<file path="src/rtl/div16_if.sv">
// div16_if: operand/result bundle between the execute stage and div16.
// master drives operands and the start request; slave is the divider.
interface div16_if;
  logic        op_start;
  logic        div_finish;
  logic [31:0] A;
  logic [15:0] B;
  logic [15:0] Q;
  logic [15:0] R;
  logic        div_zero;
  logic        ovf;

  modport master (
    output op_start, A, B,
    input  div_finish, Q, R, div_zero, ovf
  );

  modport slave (
    input  op_start, A, B,
    output div_finish, Q, R, div_zero, ovf
  );
endinterface

</file>
<file path="src/rtl/div16.sv">
// div16: sequential 32/16 unsigned restoring divider, one quotient bit per
// clock, 16 CALC cycles per operation. Results stay registered until the
// next accepted operation completes.
// Optional macro DIV16_EXC_CHECK_EN: flags divide-by-zero and quotient
// overflow on the accept edge and short-circuits those operations through
// a one-cycle exit path (Q=FFFF, R=0).
module div16 (
  input  logic    clk,
  input  logic    rst_n,
  div16_if.slave  bus
);

  typedef enum logic [1:0] {IDLE, CALC, EXC} state_t;

  state_t      state, state_n;
  logic [3:0]  cnt, cnt_n;
  logic [15:0] rem, rem_n;
  logic [15:0] quo, quo_n;
  logic [15:0] b_r, b_n;
  logic [15:0] q_r, q_n;
  logic [15:0] r_r, r_n;
  logic        dz_r, dz_n;
  logic        ovf_r, ovf_n;
  logic        fin_r;

  // One restoring step: 17-bit partial remainder against zero-extended divisor
  logic [16:0] t;
  logic [16:0] diff;
  logic        ge;
  logic [15:0] rem_step;

  assign t        = {rem, quo[15]};
  assign diff     = t - {1'b0, b_r};
  assign ge       = (t >= {1'b0, b_r});
  assign rem_step = ge ? diff[15:0] : t[15:0];

  // State and datapath registers
  always_ff @(posedge clk or negedge rst_n) begin
    if (!rst_n) begin
      state <= IDLE;
      cnt   <= '0;
      rem   <= '0;
      quo   <= '0;
      b_r   <= '0;
      q_r   <= '0;
      r_r   <= '0;
      dz_r  <= 1'b0;
      ovf_r <= 1'b0;
      fin_r <= 1'b1;
    end else begin
      state <= state_n;
      cnt   <= cnt_n;
      rem   <= rem_n;
      quo   <= quo_n;
      b_r   <= b_n;
      q_r   <= q_n;
      r_r   <= r_n;
      dz_r  <= dz_n;
      ovf_r <= ovf_n;
      fin_r <= (state_n == IDLE);
    end
  end

  // Next-state and datapath update: accept in IDLE, iterate in CALC
  always_comb begin
    state_n = state;
    cnt_n   = cnt;
    rem_n   = rem;
    quo_n   = quo;
    b_n     = b_r;
    q_n     = q_r;
    r_n     = r_r;
    dz_n    = dz_r;
    ovf_n   = ovf_r;
    case (state)
      IDLE: begin
        if (bus.op_start) begin
          b_n     = bus.B;
          rem_n   = bus.A[31:16];
          quo_n   = bus.A[15:0];
          cnt_n   = '0;
          dz_n    = 1'b0;
          ovf_n   = 1'b0;
          state_n = CALC;
`ifdef DIV16_EXC_CHECK_EN
          dz_n  = (bus.B == '0);
          ovf_n = (bus.B != '0) && (bus.A[31:16] >= bus.B);
          if (dz_n || ovf_n) state_n = EXC;
`endif
        end
      end
      CALC: begin
        rem_n = rem_step;
        quo_n = {quo[14:0], ge};
        cnt_n = cnt + 4'd1;
        if (cnt == 4'd15) begin
          q_n     = {quo[14:0], ge};
          r_n     = rem_step;
          state_n = IDLE;
        end
      end
      EXC: begin
        q_n     = '1;
        r_n     = '0;
        state_n = IDLE;
      end
      default: state_n = IDLE;
    endcase
  end

  assign bus.div_finish = fin_r;
  assign bus.Q          = q_r;
  assign bus.R          = r_r;
  assign bus.div_zero   = dz_r;
  assign bus.ovf        = ovf_r;

endmodule

</file>
<file path="src/flat_wrapper.sv">
// flat-port wrapper written by rule: the top's interface ports become plain ports
module div16_flat 
  (clk, rst_n, bus_op_start, bus_A, bus_B, bus_div_finish, bus_Q, bus_R, bus_div_zero, bus_ovf);
  div16_if bus_i ();
  input  logic clk;
  input  logic rst_n;
  input wire logic [$bits(bus_i.op_start)-1:0] bus_op_start;
  input wire logic [$bits(bus_i.A)-1:0] bus_A;
  input wire logic [$bits(bus_i.B)-1:0] bus_B;
  output wire logic [$bits(bus_i.div_finish)-1:0] bus_div_finish;
  output wire logic [$bits(bus_i.Q)-1:0] bus_Q;
  output wire logic [$bits(bus_i.R)-1:0] bus_R;
  output wire logic [$bits(bus_i.div_zero)-1:0] bus_div_zero;
  output wire logic [$bits(bus_i.ovf)-1:0] bus_ovf;
  assign bus_i.op_start = bus_op_start;
  assign bus_i.A = bus_A;
  assign bus_i.B = bus_B;
  assign bus_div_finish = bus_i.div_finish;
  assign bus_Q = bus_i.Q;
  assign bus_R = bus_i.R;
  assign bus_div_zero = bus_i.div_zero;
  assign bus_ovf = bus_i.ovf;
  div16 u_core (.clk(clk), .rst_n(rst_n), .bus(bus_i));
endmodule
</file>
<file path="config.mk">
export PLATFORM = sky130hd
export DESIGN_NAME = div16_flat
export DESIGN_NICKNAME = d
export VERILOG_FILES = /design/src/rtl/div16_if.sv /design/src/rtl/div16.sv /design/src/flat_wrapper.sv
export SDC_FILE = /design/constraint.sdc
export NUM_CORES = 1
export LEC_CHECK = 0
export CORE_AREA = 4 4 95 164
export CTS_CLUSTER_DIAMETER = 100
export DETAILED_ROUTE_END_ITERATION = 6
export DIE_AREA = 0 0 99 168
export GPL_ROUTABILITY_DRIVEN = 1
export HOLD_SLACK_MARGIN = 0.1
export RECOVER_POWER = 100
export SYNTH_ARGS = -nofsm -noshare
export SYNTH_HDL_FRONTEND = slang
export SYNTH_SLANG_ARGS = --single-unit
</file>
<file path="constraint.sdc">
create_clock -name clk -period 5.6 [get_ports clk]
set_clock_uncertainty 0.2 [all_clocks]
set_input_delay 1.68 -clock clk [delete_from_list [all_inputs] [get_ports clk]]
set_output_delay 1.68 -clock clk [all_outputs]
set_load 0.005 [all_outputs]
</file>
# Word-level counts from Yosys, hierarchy flattened
# Index checks and enable logic that the tools add are counted.
[totals] in_bits=51 reg_bits=87 word_cells=37
[classes] reduce_logical=7 magnitude_cmp=1 add_sub_neg=2 n_eq_ne=5 muxes=14
[ops] op="case mux 16 bit (2 select lines)" n=4
[ops] op="2-to-1 mux 16 bit" n=5
[ops] op=">= comparator 17 x 16 -> 1 bit" n=1
[ops] op="subtractor 16 bit" n=1
[ops] op="case mux 4 bit (2 select lines)" n=1
[ops] op="AND reduction 2 bit" n=3
[ops] op="adder 4 x 1 -> 4 bit (second input constant)" n=1
[ops] op="== test 4 bit (second input constant)" n=1
[ops] op="logical NOT 2 bit" n=2
[ops] op="2-to-1 mux 2 bit" n=2
[ops] op="2-to-1 mux 4 bit" n=1
[ops] op="case mux 2 bit (2 select lines)" n=1
[ops] op="nonzero test 2 bit" n=2
[ops] op="== test 2 x 1 -> 1 bit (second input constant)" n=1
[ops] op="== test 2 bit (second input constant)" n=1
[ops] op="!= test 2 x 1 -> 1 bit (second input constant)" n=1
[ops] op="!= test 2 bit (second input constant)" n=1

# Longest topological paths before layout
# Gate-level depths: netlist (run 1).
[logic_depth] ltp_word=4 ltp_mapped=12 ltp_nobuf=11

# Worst setup path before layout (run 1)
# OpenSTA, ideal clock, no wires.
[synth_path] kind="input to register" startpoint="in bus_op_start" endpoint="reg u_core.b_r[1]" path_stages=6 slack_ns=2.519 setup_ns=0.132 n_path_buf=3 arrival_ns=2.749 cell_sequence="nor2b_1 > buf_2 > nor2b_1 > clkbuf_1 > clkbuf_1 > o21ai_0"
[synth_via] elab_chain_len=1
[synth_rtl] element="from (decl)" line="flat_wrapper.sv:7" source="input wire logic [$bits(bus_i.op_start)-1:0] bus_op_start;"
[synth_rtl] element="AND reduction 2 bit (no source line)"
[synth_rtl] element="to (signal assigned)" line="div16.sv:55" source="b_r <= b_n;"
[synth_rtl] element="to (decl)" line="div16.sv:19" source="logic [15:0] b_r, b_n;"
# Every way passes these cells.
# A chain may end at the register's enable or synchronous reset.

# Final worst setup path (run 1)
[layout_path] startpoint="in bus_op_start" endpoint="reg u_core.cnt[2]"
[layout_via] elab_chain_len=2
[layout_rtl] element="!= test 2 bit (no source line)"
[layout_rtl] element="AND reduction 2 bit (no source line)"
[layout_rtl] element="to (signal assigned)" line="div16.sv:52" source="cnt <= cnt_n;"
[layout_rtl] element="to (decl)" line="div16.sv:16" source="logic [3:0] cnt, cnt_n;"
# Every way passes these cells.

==> reports/qor.txt, run 1 <==
routed len/inst - 17.30 µm
Clock transition at path regs - 0.06 ns
area of the multi-input gates - 2217 µm²
critical path fanouts, max - 18
Initial Utilization - 32.42%
VDD IR-drop max - 0.1675 mV
fraction of layout cells with a size suffix above 1 - 5.467%
# rows - 58
Slowest-stage cell, CP - dlygate4sd3_1
initial antenna violation count - 0
critical path type - in2reg
final RePlAce weighted congestion - 0.8518
Die Area - 16630 µm²
Core Area - 14300 µm²
Synth Flop Type - dfrtp_1
CP Launch Type - input pin
first-pass GRT wire length - 21.44 mm
Post-synth ARST share - 100.0%
RSZ-0062 raised after global routing - no
violated checks - max-capacitance violations, max-slew violations
outcome - finished, violations left
Die H - 168 µm
total congestion overflow - 0
leading post-synthesis cells by cell area - dfrtp_1 46%, o21ai_0 6.0%, a22oi_1 4.9%
number of synthesized flops with an enable pin - 0
# port buffers - 83
Seq cells post-synth - 87
CP peak stage delay - 0.96 ns
vias per cell - 5.186
CTS resizes - 0
Largest delay share family, worst path - buffers and inverters
Slew @ Worst Pin - 2.240 ns
Area Growth Syn to Fin - 27.35%
Sequential Area - 2178 µm²
max frequency - 0.2591 GHz
PnR Total Power - 2.779 mW
Clock Sinks - 87
Syn Area/Cell - 9.381 µm²
vias in the first global route - 4235
I/O pins - 86
most common cell in the synthesized netlist - dfrtp_1
Setup Buffers After CTS - 0
Total GRT Usage - 16.07%
largest net degree at the start of global routing - 88
Worst-Skew Late Latency - 0.34 ns
synthesized area - 4634 µm²
starting DRC count in detailed routing - 104
Final ANT Viol Nets - 0
# diodes - 0
Max clock buf depth - 2
H-tree depth - 3
total CTS buffers - 9
CTS tree - yes
Setup violations, final - 0
max-slew violations - 138
clk root buf - clkbuf_16
overall via count from detail_route - 3874
WP data required - 5.62 ns
Die Span X - 99 µm
CP Cell Sequence - dlygate4sd3_1, nor2b_1, clkbuf_1, nand2b_1, nand3_1, o21ai_0
area leader, netlist - dfrtp_1
worst hold-check path type - reg2reg
DRT Wirelength - 12.92 mm
Pwr Density - 470.9 nW/µm²
share of the synthesized area in the top cell type - 46.44%
Synth Instances - 494
sequential fraction of the synthesis area - 47.00%
setup TNS - 0 ns
arrival time worst endpoint - 3.88 ns
HPWL after detailed placement - 9.221 mm
Post-route DRC - 0
synth cell count leaders - 86 x dfrtp_1, 59 x nand2_1, 56 x o21ai_0
cts hold-fix bufs - 0
Pre-antenna DRT Iters - 4
Max transition margin - -49.32%
Worst Path Buf+Inv - 2
fin crit period - 3.860 ns
fill count - 1402
synth unique cells - 49
final hold violation count - 0
Final #Nets - 631
number of max-cap violations - 2
Synth warnings - 0
Lkg Pwr - 2.542 nW
Critical Path End Type - flip-flop
crit share post-route - 68.92%
==> layout make-up <==
type / count / share of cell area, %
clock buffers: 11 / 4.113
clock inverters: 5 / 1.760
inverters: 20 / 1.272
multi-input cells: 355 / 37.57
flip-flops and latches: 87 / 36.91
well taps: 180 / 3.816
repair buffers: 89 / 14.56
==> report_power, final <==
part / internal, mW / switching (mW)
clock network: 0.449 / 0.252
logic: 0.527 / 0.692
registers: 0.751 / 0.107
total: 1.73 / 1.05
==> metrics by stage <==
step / utilization (%) / hold slack (ns) / worst slack, ns / area, µm² / std cells
3_3_place_gp: 38.92 / 0.2720 / 1.684 / 5564 / 730
4_1_cts: 41.34 / 0.2875 / 1.974 / 5911 / 746
5_1_grt: 41.28 / 0.3054 / 1.399 / 5902 / 747
3_5_place_dp: 38.92 / 0.2733 / 1.620 / 5564 / 730
6_report: 41.28 / 0.2824 / 1.740 / 5902 / 747
2_1_floorplan: - / 0.2498 / 2.519 / 4642 / 496
==> worst min-delay path, delay by kind of cell, from the launching register on <==
family / cells / cell delay [ns]
compound gates: 1 / 0.06
flops: 1 / 0.35
simple gates: 1 / 0.05
==> cells by family after synthesis <==
kind of cell / synth area share (%)
AOI/OAI and AO/OA: 21.33
DFF: 47.00
muxes: 3.780
other: 0.08092
adders and majority gates: 5.022
and+or+nand+nor: 14.96
xor gates and xnor gates: 2.457
buffers and inverters: 5.372
==> layout by cell type, fill, tap and decap left out, types with 5 or more instances in the layout <==
master and instances:
xor2_1 7, a21o_1 8, nor2_1 12, nand3_1 36, dfrtp_1 86, nor2b_1 19
ha_1 17, clkbuf_16 9, a31oi_1 5, a22oi_1 30, inv_1 20, dlygate4sd3_1 34
mux2i_1 16, o21ai_0 74, nand2b_1 7, a21oi_1 23, xnor2_1 6, clkdlybuf4s50_1 48
nand2_1 59
==> final timing paths <==
path	from	to	slack (ns)	cells after the start
worst max register to register	u_core.state[0]	u_core.bus.R[11]	1.86	5
worst min register to register	u_core.quo[15]	u_core.quo[15]	0.28	2
worst min-delay path	u_core.quo[15]	u_core.quo[15]	0.28	2
min in group asynchronous	rst_n	u_core.bus.R[4]	1.74	1
max in group asynchronous	rst_n	u_core.bus.R[5]	2.08	1
worst max-delay path	bus_op_start	u_core.cnt[2]	1.74	6
==> state kept, by name, summed over array words and instances, names as in the netlist <==
register and flops:
u_core.bus.Q 16, u_core.cnt 4, u_core.b_r 16, u_core.rem 16, u_core.bus.R 16, u_core.quo 16, u_core.state 2, u_core.bus.div_finish 1
==> layer usage <==
metal	part of all wire, %	vias up	wire, µm	GRT usage (%)
li1	-	1875	-	-
met4	2.7	0	354	6.599
met1	39	1887	5007	17.34
met5	0	-	0	0
met3	4.0	24	512	3.275
met2	55	88	7046	29.89
(Power assumes the default switching activity.)
==> run 2: changes to the inputs <==
==> constraint.sdc (replaced) <==
create_clock -name clk -period 3.3 [get_ports clk]
set_clock_uncertainty 0.2 [all_clocks]
set_input_delay 0.99 -clock clk [delete_from_list [all_inputs] [get_ports clk]]
set_output_delay 0.99 -clock clk [all_outputs]
set_load 0.005 [all_outputs]
==> reports/qor.txt, run 2 (synthesized netlist as in run 1, its figures left out) <==
outcome - finished clean
overall via count from detail_route - 3944
# diodes - 0
Clock Sinks - 87
most common cell after layout, fill and taps aside - dfrtp_1
routed len/inst - 17.67 µm
clk root buf - clkbuf_16
Setup Buffers After CTS - 0
vias in the first global route - 4168
most frequent cells in the layout - 86 x dfrtp_1, 72 x o21ai_0, 59 x nand2_1, 48 x clkdlybuf4s50_1, 36 x nand3_1
CTS resizes - 0
final hold violation count - 0
Slew @ Worst Pin - 1.220 ns
Die Span X - 99 µm
Hold WS - 0.2823 ns
Final #Nets - 638
RSZ-0062 raised after global routing - no
Pwr Density - 779.6 nW/µm²
Post-DP Area - 5649 µm²
VDD IR-drop max - 0.3584 mV
total congestion overflow - 0
Worst-Skew Late Latency - 0.34 ns
# rows - 58
Total GRT Usage - 16.37%
arrival time worst endpoint - 2.92 ns
worst hold-check path type - reg2reg
critical path type - reg2reg
Die H - 168 µm
CTS tree - yes
Lkg Pwr - 2.562 nW
final RePlAce weighted congestion - 0.9073
vias per cell - 5.231
max frequency - 0.3411 GHz
number of max-cap violations - 0
WP data required - 3.29 ns
I/O pins - 86
# port buffers - 83
starting DRC count in detailed routing - 173
Setup violations, final - 0
fin crit period - 2.932 ns
HPWL after detailed placement - 9.709 mm
Initial Utilization - 32.42%
Post-route DRC - 0
critical path fanouts, max - 8
initial antenna violation count - 0
Pre-antenna DRT Iters - 5
setup TNS - 0 ns
Die Area - 16630 µm²
DRT Wirelength - 13.32 mm
crit share post-route - 88.84%
Final ANT Viol Nets - 0
fraction of layout cells with a size suffix above 1 - 6.794%
total CTS buffers - 9
Max transition margin - 18.66%
Clock transition at path regs - 0.07 ns
CP Launch Type - flip-flop
largest net degree at the start of global routing - 50
first-pass GRT wire length - 21.67 mm
Core Area - 14300 µm²
max-slew violations - 0
fill count - 1415
cell area after layout - 5936 µm²
cts hold-fix bufs - 0
H-tree depth - 3
Critical Path End Type - flip-flop
Max clock buf depth - 2
Area Growth Syn to Fin - 28.08%
==> run 2: cell count changes in the layout (fill, tap and decap cells not counted), moves of 2 or more <==
cell        change
buf_12          +2
buf_4           +6
bufinv_16       -2
clkbuf_1        -2
clkinvlp_4      +2
o21ai_0         -2
o21ai_1         +2
==> run 2: layout make-up <==
cell class	count	area [µm²]	area share, %
Tap cell	180	225.2	3.794
Clock inverter	6	67.56	1.138
Multi-Input combinational cell	355	2210	37.23
Inverter	20	75.07	1.265
Clock buffer	10	239.0	4.026
Sequential cell	87	2178	36.70
Timing Repair Buffer	96	940.9	15.85
==> run 2: per-stage QoR <==
step / util (%) / power, mW / setup slack (ns) / std cells
floorplan: - / 3.077 / 0.8257 / 496
global placement: 39.52 / 3.562 / 0.2905 / 738
detailed placement: 39.52 / 3.603 / 0.2342 / 738
CTS: 41.66 / 4.680 / 0.4808 / 754
global route: 41.52 / 4.930 / 0.2160 / 754
finish: 41.52 / 4.628 / 0.3682 / 754
==> run 2: critical path: stages, from the launching register on <==
cell and delay, ns:
dfrtp_1 0.40, ha_1 0.40, a21o_1 0.24, a31oi_1 0.35, o211ai_2 0.13, a41oi_1 0.33
buf_4 0.27, mux2i_1 0.35, o21ai_0 0.12
==> run 2: routing by layer <==
metal,GRT usage [%],up-vias,wire length (µm)
li1,-,1890,-
met4,7.313,0,433
met5,0,-,0
met3,3.648,28,632
met1,17.84,1909,5058
met2,29.74,117,7196
==> run 2: final timing paths <==
kind                           startpoint          endpoint  slack, ns  depth (start not counted)
setup / recovery            u_core.rem[9]  u_core.bus.R[13]       0.37                          8
hold / removal             u_core.quo[15]    u_core.quo[15]       0.28                          2
setup reg to reg            u_core.rem[9]  u_core.bus.R[13]       0.37                          8
hold reg to reg            u_core.quo[15]    u_core.quo[15]       0.28                          2
max in group asynchronous           rst_n    u_core.quo[10]       1.38                          2
min in group asynchronous           rst_n   u_core.bus.R[4]       0.69                          1
==> run 2: report_power, final <==
group	switching [mW]	total [mW]	internal (mW)
Sequential	0.163	1.44	1.27
Clock	0.448	1.06	0.610
Combinational	1.21	2.13	0.924
